### src/rtl/fetch_unit.sv
// Instruction fetch: owns the PC, drives the ROM address and fills the IF/ID register for decode.
// 1-clock fetch-to-IF/ID latency; stall holds PC and IF/ID, redirect overrides stall and flushes.
module fetch_unit #(
    parameter int                      PC_WIDTH    = 8,
    parameter int                      INSTR_WIDTH = 16,
    parameter logic [PC_WIDTH-1:0]     RESET_PC    = '0,
    parameter logic [INSTR_WIDTH-1:0]  HALT_OPCODE = '1,
    parameter logic [INSTR_WIDTH-1:0]  NOP_INSTR   = '0
) (
    input  logic                    clk,
    input  logic                    rst_n,
    input  logic                    stall,
    input  logic                    redirect_valid,
    input  logic [PC_WIDTH-1:0]     redirect_target,
    output logic [PC_WIDTH-1:0]     imem_addr,
    input  logic [INSTR_WIDTH-1:0]  imem_instr,
    output logic                    if_valid,
    output logic [INSTR_WIDTH-1:0]  if_instr,
    output logic [PC_WIDTH-1:0]     if_pc,
    output logic [PC_WIDTH-1:0]     if_pc_plus1,
    output logic                    halted,
    output logic [15:0]             fetch_count
);

    typedef enum logic [1:0] {
        BOOT   = 2'd0,
        RUN    = 2'd1,
        HALTED = 2'd2
    } state_t;

    state_t                state;
    state_t                state_nxt;
    logic [PC_WIDTH-1:0]   pc;
    logic [PC_WIDTH-1:0]   pc_nxt;
    logic                  capture;
    logic                  flush;

    always_ff @(posedge clk or negedge rst_n) begin
        if (!rst_n) begin
            state <= BOOT;
        end else begin
            state <= state_nxt;
        end
    end

    always_comb begin
        state_nxt = state;
        pc_nxt    = pc;
        capture   = 1'b0;
        flush     = 1'b0;
        case (state)
            BOOT: begin
                state_nxt = RUN;
                if (redirect_valid) begin
                    pc_nxt = redirect_target;
                    flush  = 1'b1;
                end
            end
            RUN: begin
                if (redirect_valid) begin
                    pc_nxt = redirect_target;
                    flush  = 1'b1;
                end else if (!stall) begin
                    capture = 1'b1;
                    // HALT word is delivered to decode but the PC parks on it.
                    if (imem_instr == HALT_OPCODE) begin
                        state_nxt = HALTED;
                    end else begin
                        pc_nxt = pc + PC_WIDTH'(1);
                    end
                end
            end
            HALTED: begin
                if (redirect_valid) begin
                    pc_nxt    = redirect_target;
                    flush     = 1'b1;
                    state_nxt = RUN;
                end else if (!stall) begin
                    flush = 1'b1;
                end
            end
            default: begin
                state_nxt = BOOT;
            end
        endcase
    end

    always_ff @(posedge clk or negedge rst_n) begin
        if (!rst_n) begin
            pc          <= RESET_PC;
            if_valid    <= 1'b0;
            if_instr    <= NOP_INSTR;
            if_pc       <= '0;
            if_pc_plus1 <= '0;
            fetch_count <= '0;
        end else begin
            pc <= pc_nxt;
            if (flush) begin
                if_valid <= 1'b0;
                if_instr <= NOP_INSTR;
            end else if (capture) begin
                if_valid    <= 1'b1;
                if_instr    <= imem_instr;
                if_pc       <= pc;
                if_pc_plus1 <= pc + PC_WIDTH'(1);
                if (fetch_count != 16'hFFFF) begin
                    fetch_count <= fetch_count + 16'd1;
                end
            end
        end
    end

    assign imem_addr = pc;
    assign halted    = (state == HALTED);

endmodule

### config.mk
export PLATFORM = sky130hd
export DESIGN_NAME = fetch_unit
export DESIGN_NICKNAME = d
export VERILOG_FILES = /design/src/rtl/fetch_unit.sv
export SDC_FILE = /design/constraint.sdc
export NUM_CORES = 1
export LEC_CHECK = 0
export ABC_AREA = 0
export CAP_MARGIN = 20
export CORE_UTILIZATION = 45
export CTS_CLUSTER_DIAMETER = 40
export DETAILED_ROUTE_END_ITERATION = 7
export PLACE_DENSITY_LB_ADDON = 0.15
export SETUP_SLACK_MARGIN = 0.4
export SYNTH_ARGS = -nofsm -noshare
export SYNTH_HDL_FRONTEND = slang
export SYNTH_SLANG_ARGS = --single-unit
### constraint.sdc
create_clock -name clk -period 3.85 [get_ports clk]
set_clock_uncertainty 0.05 [all_clocks]
set_input_delay 0.9625 -clock clk [delete_from_list [all_inputs] [get_ports clk]]
set_output_delay 0.9625 -clock clk [all_outputs]
set_load 0.01 [all_outputs]
### Word-level counts from Yosys, hierarchy flattened

Cells that the tools add are included.

* register bits: 59
* input bits: 28
* output and inout bits: 58
* word-level logic and storage cells: 50

* $add $sub $neg: 2
* equal/unequal tests: 11
* mux-type cells: 20
* bitwise logic cells: 1
* reduce and logical (&&, ||, !) cells: 9

Operator list (number)
* $mux 16: 2
* $mux 8: 4
* $add 16x1->16 const B: 1
* $eq 16x16->1 const B: 1
* $ne 16x16->1 const B: 1
* $pmux 8 s2: 1
* $add 8x1->8 const B: 1
* $mux 2: 4
* $ne 2x2->1 const B: 4
* $reduce_and 4->1: 2
* $mux 1: 7
* $ne 3x3->1 const B: 2
* $pmux 2 s3: 1
* $reduce_bool 2->1: 2
* $reduce_or 2->1: 2
* $reduce_and 3->1: 1
* $eq 2x1->1 const B: 1
* $eq 2x2->1 const B: 1
* $logic_not 2->1: 1
* $ne 2x1->1 const B: 1
* $pmux 1 s2: 1
* $reduce_and 2->1: 1
* $not 1->1: 1

### Logic depth before layout (Yosys ltp)

Gate-level depths: netlist of the first run.

* word-level depth: 5
* gate-level depth with buffers: 7
* depth with buffers taken out: 6

### Least setup slack after synthesis of the first run

No wires, ideal clock.

* path kind: input port to flip-flop
* start point: in stall
* end point: reg pc[3] (netlist: imem_addr[3])
* library setup time: 130 ps
* arrival time: 2122 ps
* required time: 3670 ps
* slack: 1548 ps
* cell stages on the path: 6
* path buffers: 1
* cell sequence: nor2b_1 or3b_1 or2_1 buf_2 o32ai_1 nor3_1

* longest elaborated chain between the ends: 2

RTL lines
* from (decl): RTL line 12 `input logic stall,`
* $ne 3x3->1 (no line)
* $reduce_and 4->1 (no line)
* to (signal assigned): RTL line 97 `pc <= pc_nxt;`
* to (decl): RTL line 33 `logic [PC_WIDTH-1:0] pc;`

No other way between the ends.
A chain may end at the register's enable or synchronous reset.

### Worst setup path in the final report of the first run

* start point: in redirect_valid
* end point: reg if_instr[6]

* longest elaborated chain between the ends: 3
* elaborated cells between the ends (all ways): 7
* those cells by class: mux (6); reduce/logical (1)

RTL lines
* from (decl): RTL line 13 `input logic redirect_valid,`
* $mux 1 (on tied branches): RTL line 74, 54, 60
* $pmux 1 s2 or $mux 1 (tied branches): RTL line 51 `case (state)`
* $mux 16 or $reduce_bool 2->1 (tied branches)
* to (signal assigned): RTL line 103 `if_instr <= imem_instr;`
* to (decl): RTL line 18 `output logic [INSTR_WIDTH-1:0] if_instr,`

Several ways; a longest one is shown, not always the timed one.

==> impl_metrics.yaml, run 1 <==
sta:
  finalCritPeriodShare_pct: 76.2
  finalSetupTns_ns: 0
  hold_viol: 0
  rsz0062_at_grt: "false"
  min_period_ns: 2.93
  setup_viol: 0
  worst_pin_slew_ns: 0.869
  drv_slew: 0
  setup_slack_ns: 0.917
  holdWs_ns: 0.429
  max_slew_margin_pct: 41.7
  fmax_mhz: 341
critical_path:
  r2r_start: "fetch_count[0]"
  crit_path_cell_trace: "clkdlybuf4s50_1 > nor2b_1 > or3b_1 > or2_1 > buf_4 > nand3_1 > nand2_1"
  path_class: "in -> reg"
  endpoint: "if_instr[6]"
  cp-start-kind: "primary input"
  path_delay_family: "simple AND/OR/NAND/NOR gates"
  crit_buf_inv: 2
  path_max_fanout: 21
  setup.worst_path.end_class: "register"
  crit_path_start: "redirect_valid"
  ff2ff_setup_slack_ns: 1.74
  r2r_end: "fetch_count[1]"
  crit_path_top_delay_cell: "clkdlybuf4s50_1"
  cp.depth: 7
  arrival_ns: 3.11
  r2r_cells: 6
  cp.required_ns: 4.03
  max_stage_delay_ns: 0.71
global_routing:
  globalRouteTotalUtil_pct: 22.7
  gr-total-overflow: 0
  antenna_found_initial: 0
  grt_max_degree: 36
  grt_pass1_vias: 2375
  grt_pass1_wl_mm: 11.0
detailed_routing:
  routed_via_density: 5.34
  firstDrtPassIters: 4
  drc: 0
  ant_nets: 0
  wl_per_cell_um: 14.6
  drtIter0Drc: 130
  vias: 2458
  wl_mm: 6.70
synthesis:
  seq_area_frac_synth_pct: 53.3
  synth.most_common_cell: "nand2_1"
  synth.top_cell.area_share_pct: 53.3
  yosys_warnings: 0
  avgSynthCellArea_um2: 9.42
  synth_cells: 294
  synth_nets: 324
  ys_top_cells_by_count: "nand2_1, dfrtp_1, nand3_1"
  synth_cell_types: 40
  synth_area_leaders: "dfrtp_1, nand2_1, xnor2_1"
  synth_edf_count: 0
  syn_area_um2: 2770
  synth_top_area_cell: "dfrtp_1"
  synth_seq_cells: 59
  synthFlopType: "dfrtp_1"
  async_flop_share_pct: 100
clocking:
  cts_resized: 0
  cts_tree: "yes"
  path_clk_slew_ns: 0.07
  htree_levels: 3
  cts-buffers-inserted: 9
  clock-sinks: 59
  root_buffer: "clkbuf_8"
  clockBufferDepth: 2
  cts_hold_buf: 0
  postCtsSetupRepairBufs: 0
  insertion_delay_ns: 0.33
layout:
  drive_gt1_share_pct: 6.75
  area.growth.synth_to_final_pct: 39.8
  nets: 411
  fin_area_um2: 3870
  num-fill-cells: 486
  diodes: 0
hold_path:
  hold_class: "reg -> reg"
power_and_ir_drop:
  p_per_area_nw_per_um2: 478
  vdd_drop_max_mv: 0.354
  p_leak_nw: 1.67
placed_design:
  gp_congestion: 0.784
  postPlaceCellArea_um2: 3680
  dp_slack_ns: 0.568
  dp_hpwl_mm: 4.86
  io_buffers: 85
floorplanning:
  ioPinCount: 86
  die_y_um: 80.5
  dieWidth_um: 80.5
  rows: 28
  start_util_pct: 46.8
  dieArea_um2: 6470
  core_area_um2: 5920
run:
  max-cap-violations: 0
status:
  run_status: "finished, final reports clean"
## layer usage
layer  vias to the layer above  GRT usage (%)  routed length, um  part of all wire [%]
met5                         -              0                  0                     0
met1                      1168           27.3               2940                    44
met3                        13           4.32                401                   6.0
met4                         0           12.7                168                   2.5
li1                       1203              -                  -                     -
met2                        74           38.0               3190                    48
## kinds of logic (layout without fill, tap and decap cells)
logic type | after synthesis | after routing | synth area share [%]
AO/OA/AOI/OAI | 41 | 41 | 9.89
XOR/XNOR | 18 | 18 | 5.69
adder cells (fa/ha/maj) | 2 | 2 | 0.903
buffers and inverters | 19 | 110 | 2.89
flip-flops | 59 | 59 | 53.3
multiplexers | 1 | 1 | 0.406
AND/OR/NAND/NOR | 154 | 154 | 26.9
## layout by cell type (no fill, tap or decap), types with 2 or more instances in the layout
cell type / count
nand3_1: 20
a311oi_1: 5
o21ai_1: 7
o21a_1: 2
buf_4: 4
nor2_1: 18
a21oi_1: 10
clkbuf_8: 10
nand2_1: 76
ha_1: 2
a211oi_1: 3
inv_1: 5
nor4_2: 3
dfrtp_1: 59
clkdlybuf4s50_1: 84
and3_1: 5
nor3_1: 9
nor2b_1: 4
nand4_1: 9
and2_1: 2
xor2_1: 3
nand2b_1: 2
xnor2_1: 15
clkinv_2: 3
nor3b_1: 2
a41oi_1: 2
a31oi_1: 2
o22ai_1: 2
o32ai_1: 3
## through the flow
step	instances	power [mW]	util, %
after floorplan	294	1.03	-
after detailed placement	445	1.32	62.2
after CTS	460	1.87	65.4
final	460	1.85	65.4
after global routing	460	1.95	65.4
after global placement	445	1.31	62.2
## registers in the layout (all words and copies together) (netlist names)
signal and count:
if_valid 1, imem_addr 8, state 2, if_pc_plus1 8, if_instr 16, fetch_count 16
if_pc 8
## area by class of cell
class	count	area [um2]	share of cell area, %
Clock buffer	10	138	3.55
Inverter	6	22.5	0.581
Sequential cell	59	1480	38.1
Tap cell	75	93.8	2.42
Multi-Input combinational cell	216	1210	31.3
Timing Repair Buffer	89	876	22.6
Clock inverter	5	53.8	1.39
## worst min path at each step
stage | start | end | slack [ns] | cells past startpoint
after floorplan | if_pc_plus1[1] | if_pc_plus1[1] | 0.46 | 2
after global placement | if_valid | if_valid | 0.41 | 2
after detailed placement | if_valid | if_valid | 0.41 | 2
after CTS | if_valid | if_valid | 0.43 | 2
after global routing | if_valid | if_valid | 0.46 | 2
final | if_valid | if_valid | 0.43 | 2
## power breakdown
part           leakage (nW)  internal (mW)  total, mW  switching (mW)
registers             0.749          0.714      0.815           0.101
logic                 0.822          0.271      0.488           0.217
clock network         0.102          0.310      0.549           0.238
total                  1.67           1.29       1.85           0.556
## worst reg2reg max path: cells and delay by family (launching register included)
kind	cells	cell delay [ns]
buffers and inverters	2	0.13
adder cells (fa/ha/maj)	1	0.24
flip-flops	1	0.42
AND/OR/NAND/NOR	1	0.56
AO/OA/AOI/OAI	1	0.26
multiplexers	1	0.35
Note: power is estimated with default switching activity, not from simulation.
==> run 2, diff against run 1 <==
==> constraint.sdc (replaced) <==
create_clock -name clk -period 2.95 [get_ports clk]
set_clock_uncertainty 0.05 [all_clocks]
set_input_delay 0.7375 -clock clk [delete_from_list [all_inputs] [get_ports clk]]
set_output_delay 0.7375 -clock clk [all_outputs]
set_load 0.01 [all_outputs]
==> run 2 against run 1 <==
  * Design area grew 0.16%
  * Hold slack got worse by 0.29 ns
  * Via count down 0.77%
  * Setup slack got worse by 0.42 ns
  * Clock power is 11% higher
  * First-iteration DRC count increased by 82%
  * Highest routed layer unchanged
==> impl_metrics.yaml, run 2 (synthesis gave the netlist of run 1 again) <==
critical_path:
  cp.required_ns: 2.16
  crit_path_start: "state[1]"
  path_class: "reg -> out"
  cp-start-kind: "register"
  endpoint: "halted"
  r2r_end: "fetch_count[1]"
  setup.worst_path.end_class: "output port"
  arrival_ns: 1.66
  r2r_cells: 6
  r2r_start: "fetch_count[0]"
  path_max_fanout: 8
  ff2ff_setup_slack_ns: 0.86
sta:
  setup_viol: 0
  min_period_ns: 2.45
  finalSetupTns_ns: 0
  rsz0062_at_grt: "false"
  fmax_mhz: 408
  drv_slew: 0
  hold_viol: 0
  worst_pin_slew_ns: 0.909
  holdWs_ns: 0.136
  finalCritPeriodShare_pct: 83.1
  max_slew_margin_pct: 39.0
clocking:
  clock-sinks: 59
  cts-buffers-inserted: 9
  cts_tree: "yes"
  insertion_delay_ns: 0.34
  htree_levels: 3
  postCtsSetupRepairBufs: 0
  root_buffer: "clkbuf_8"
  cts_hold_buf: 0
  clockBufferDepth: 2
  cts_resized: 0
  path_clk_slew_ns: 0.06
layout:
  mostFrequentLayoutCells: "clkdlybuf4s50_1, nand2_1, dfrtp_1, nand3_1, nor2_1"
  diodes: 0
  drive_gt1_share_pct: 7.93
  num-fill-cells: 498
  area.growth.synth_to_final_pct: 40.1
  final_common_cell: "clkdlybuf4s50_1"
  top_regs: "fetch_count: 16 flops, if_instr: 16 flops"
  nets: 416
floorplanning:
  core_area_um2: 5920
  die_y_um: 80.5
  rows: 28
  dieWidth_um: 80.5
  dieArea_um2: 6470
  ioPinCount: 86
  start_util_pct: 46.8
placed_design:
  gp_congestion: 0.818
  dp_hpwl_mm: 4.89
  io_buffers: 85
detailed_routing:
  vias: 2439
  routed_via_density: 5.23
  ant_nets: 0
  firstDrtPassIters: 4
  wl_per_cell_um: 14.6
  met1_length_mm: 3.06
  wl_met3_um: 448
  drtIter0Drc: 236
  wl_met2_mm: 3.19
  wl_mm: 6.78
  highest_layer: "met4"
  drc: 0
global_routing:
  grt_pass1_vias: 2254
  gr-total-overflow: 0
  antenna_found_initial: 0
  globalRouteTotalUtil_pct: 22.8
  grt_pass1_wl_mm: 11.0
  grt_max_degree: 36
power_and_ir_drop:
  comb_power_share_pct: 27.8
  p_leak_nw: 1.68
  power_frac_seq_pct: 45.8
  p_sw_share_pct: 31.5
  switchingPower_uw: 729
  p_per_area_nw_per_um2: 597
  vdd_drop_max_mv: 0.409
  clkPwrFrac_pct: 26.4
  finalPower_mw: 2.32
  cell_internal_pwr_mw: 1.59
hold_path:
  hold_class: "in -> async"
run:
  max-cap-violations: 0
status:
  run_status: "finished, final reports clean"
-- run 2: cell count changes in the layout (fill, tap and decap cells not counted), sizes merged --
cell      before  now
clkinvlp       0    1
buf            5   10
clkinv         4    5
bufinv         1    0
-- run 2: final cells by class --
class / count / area (um2) / share of cell area (%)
flip-flops and latches: 59 / 1480 / 38.1
inverters: 6 / 22.5 / 0.580
repair buffers: 94 / 913 / 23.5
well taps: 75 / 93.8 / 2.42
clock inverters: 6 / 32.5 / 0.838
multi-input cells: 216 / 1210 / 31.3
clock buffers: 10 / 128 / 3.29
-- run 2: how the worst min path moves through the flow --
stage	slack [ns]	from	end	cells after the start
after floorplan	0.39	rst_n	fetch_count[0]	0
after global placement	0.41	if_pc[1]	if_pc[1]	2
after detailed placement	0.41	if_pc[1]	if_pc[1]	2
after CTS	0.12	rst_n	if_pc[6]	1
after global routing	0.12	rst_n	if_pc[6]	1
final	0.14	rst_n	if_pc[6]	1
-- run 2: worst max-delay path: stages, from the launching register on --
cell	delay, ns
dfrtp_1	0.54
nor2b_1	0.23
clkdlybuf4s50_1	0.56
-- run 2: stage by stage --
step                instance area (um2)  worst slack (ns)  instances  util (%)
finish                             3880             0.499        466      65.5
global route                       3880             0.411        466      65.5
CTS                                3880             0.468        466      65.5
detailed placement                 3720             0.198        450      62.8
global placement                   3720             0.250        450      62.8
floorplan                          2770             0.873        294         -
-- run 2: power by group through the flow --
stage	combinational [mW]	clock [mW]	sequential, mW
finish	0.644	0.611	1.06
global route	0.702	0.667	1.08
CTS	0.652	0.629	1.06
detailed placement	0.650	0	1.07
global placement	0.639	0	1.07
floorplan	0.232	0	1.11
-- run 2: layer usage --
layer | GRT usage (%) | vias to the layer above
li1 | - | 1209
met1 | 29.7 | 1144
met2 | 35.8 | 80
met3 | 7.05 | 6
met4 | 7.68 | 0
met5 | 0 | -
==> run 3, diff against run 2 <==
--- a/config.mk
+++ b/config.mk
@@ -7,7 +7,7 @@
 export LEC_CHECK = 0
 export ABC_AREA = 0
 export CAP_MARGIN = 20
-export CORE_UTILIZATION = 45
+export CORE_UTILIZATION = 42
 export CTS_CLUSTER_DIAMETER = 40
 export DETAILED_ROUTE_END_ITERATION = 7
 export PLACE_DENSITY_LB_ADDON = 0.15
==> constraint.sdc (replaced) <==
create_clock -name clk -period 2 [get_ports clk]
set_clock_uncertainty 0.05 [all_clocks]
set_input_delay 0.5 -clock clk [delete_from_list [all_inputs] [get_ports clk]]
set_output_delay 0.5 -clock clk [all_outputs]
set_load 0.01 [all_outputs]
==> run 3 against run 2 <==
  * Setup slack worse by 0.35 ns
  * Clock-buffer cell count increased by 1
  * Via count rose by 32%
  * Wire length is 70% higher
  * Global-route usage grew 5.4 points
  * Hold slack got worse by 0.045 ns
  * Clock power grew 83%
  * Core utilization rose by 21 points
  * Critical path type is now reg -> reg
  * First-iteration DRC count is 17% lower
  * Critical endpoint is now fetch_count[9]
  * Total power grew 90%
  * Largest cell class is now buffers
  * Non-clock buffer count grew 106
  * Sequential power is 45% higher
==> impl_metrics.yaml, run 3 (synthesis gave the netlist of run 1 again) <==
layout:
  diodes: 0
  top_regs: "fetch_count: 16 flops, if_instr: 16 flops"
  area.growth.synth_to_final_pct: 97.7
  fin_area_um2: 5480
  final_cells: 574
  nets: 522
  final_common_cell: "buf_4"
  num-fill-cells: 277
  mostFrequentLayoutCells: "buf_4, dfrtp_1, nand2_1, dlygate4sd2_1, buf_6"
  drive_gt1_share_pct: 52.9
floorplanning:
  core_area_um2: 6350
  start_util_pct: 43.6
  dieWidth_um: 83.2
  ioPinCount: 86
  dieArea_um2: 6920
  rows: 29
  die_y_um: 83.2
placed_design:
  io_buffers: 85
  dp_hpwl_mm: 5.18
  dp_slack_ns: -0.404
  dpl.cell_count: 478
  postPlaceCellArea_um2: 4040
  gp_congestion: 0.892
critical_path:
  arrival_ns: 2.05
  cp.required_ns: 2.19
  setup.worst_path.end_class: "register"
  cp-start-kind: "register"
  path_class: "reg -> reg"
  path_max_fanout: 4
  r2r_cells: 8
power_and_ir_drop:
  finalPower_mw: 4.41
  vdd_drop_max_mv: 0.854
  p_leak_nw: 2.63
  p_per_area_nw_per_um2: 805
sta:
  setup_slack_ns: 0.144
  rsz0062_at_grt: "true"
  min_period_ns: 1.86
  max_slew_margin_pct: 77.6
  fmax_mhz: 539
  finalCritPeriodShare_pct: 92.8
  setup_viol: 0
  hold_viol: 0
  holdWs_ns: 0.0914
  drv_slew: 0
  worst_pin_slew_ns: 0.333
clocking:
  clock-sinks: 59
  path_clk_slew_ns: 0.08
  cts-buffers-inserted: 9
  clockBufferDepth: 2
  htree_levels: 3
  cts_tree: "yes"
  insertion_delay_ns: 0.35
  root_buffer: "clkbuf_8"
global_routing:
  grt_max_degree: 60
  grt_pass1_wl_mm: 15.3
  antenna_found_initial: 0
  globalRouteTotalUtil_pct: 28.2
  grt_pass1_vias: 3088
  gr-total-overflow: 0
detailed_routing:
  ant_nets: 0
  firstDrtPassIters: 5
  wl_met2_mm: 5.68
  wl_per_cell_um: 20.1
  drc: 0
  highest_layer: "met4"
  vias: 3215
  met1_length_mm: 4.52
  drtIter0Drc: 195
  wl_met3_um: 873
  wl_mm: 11.5
  routed_via_density: 5.60
status:
  run_status: "finished, final reports clean"
run:
  max-cap-violations: 0
hold_path:
  hold_class: "in -> async"
## run 3: changes by cell type in the layout (fill, tap and decap cells not counted), sizes merged
cell and change:
buf +109, bufinv +1, clkbuf +20, clkdlybuf4s15 +19, clkdlybuf4s50 -76, clkinv -2
dlygate4sd2 +35
## run 3: stage by stage
| step | utilization (%) | setup TNS (ns) |
|---|---|---|
| after floorplan | - | 0 |
| after global placement | 63.6 | -15.76 |
| after detailed placement | 63.6 | -16.93 |
| after CTS | 77.4 | 0 |
| after global routing | 86.2 | 0 |
| final | 86.2 | 0 |
## run 3: worst paths after layout
path | start | to | slack, ns
hold reg to reg | if_valid | if_valid | 0.43
setup / recovery | fetch_count[6] | fetch_count[9] | 0.14
hold / removal | rst_n | if_instr[2] | 0.09
max in group asynchronous | rst_n | state[0] | 1.51
setup reg to reg | fetch_count[6] | fetch_count[9] | 0.14
min in group clk | imem_instr[10] | if_instr[10] | 0.32
## run 3: what timing repair did
item,in CTS,in global routing
hold endpoints to repair,0,0
setup buffers,44,28
resized for setup,173,132
pin swaps,54,65
hold buffers,0,0
setup endpoints to repair,117,92
gates cloned,4,4
## run 3: critical path, stage by stage, from the launching register on
cell	delay, ns
dfrtp_1	0.42
nand4_1	0.16
buf_6	0.17
nor4_4	0.32
buf_4	0.19
nor4_4	0.05
buf_4	0.16
buf_6	0.11
xor2_1	0.13
## run 3: metal layers
layer  up-vias  global-route usage (%)
met4         0                    12.4
met3        48                    6.16
met2       193                    45.5
met1      1553                    36.5
li1       1421                       -
met5         -                       0
## run 3: cell type report
| type | count | area, um2 | area share, % |
|---|---|---|---|
| clock inverter | 5 | 52.6 | 0.960 |
| inverter | 6 | 22.5 | 0.411 |
| clock buffer | 11 | 141 | 2.58 |
| sequential | 59 | 1490 | 27.1 |
| tap | 77 | 96.3 | 1.76 |
| timing repair buffer | 200 | 1850 | 33.8 |
| multi-input combinational | 216 | 1830 | 33.4 |
## run 3: power breakdown
part / internal (mW) / switching (mW) / leakage, nW
combinational: 0.900 / 0.849 / 1.79
sequential: 1.38 / 0.164 / 0.741
clock: 0.603 / 0.514 / 0.0991
total: 2.88 / 1.53 / 2.63
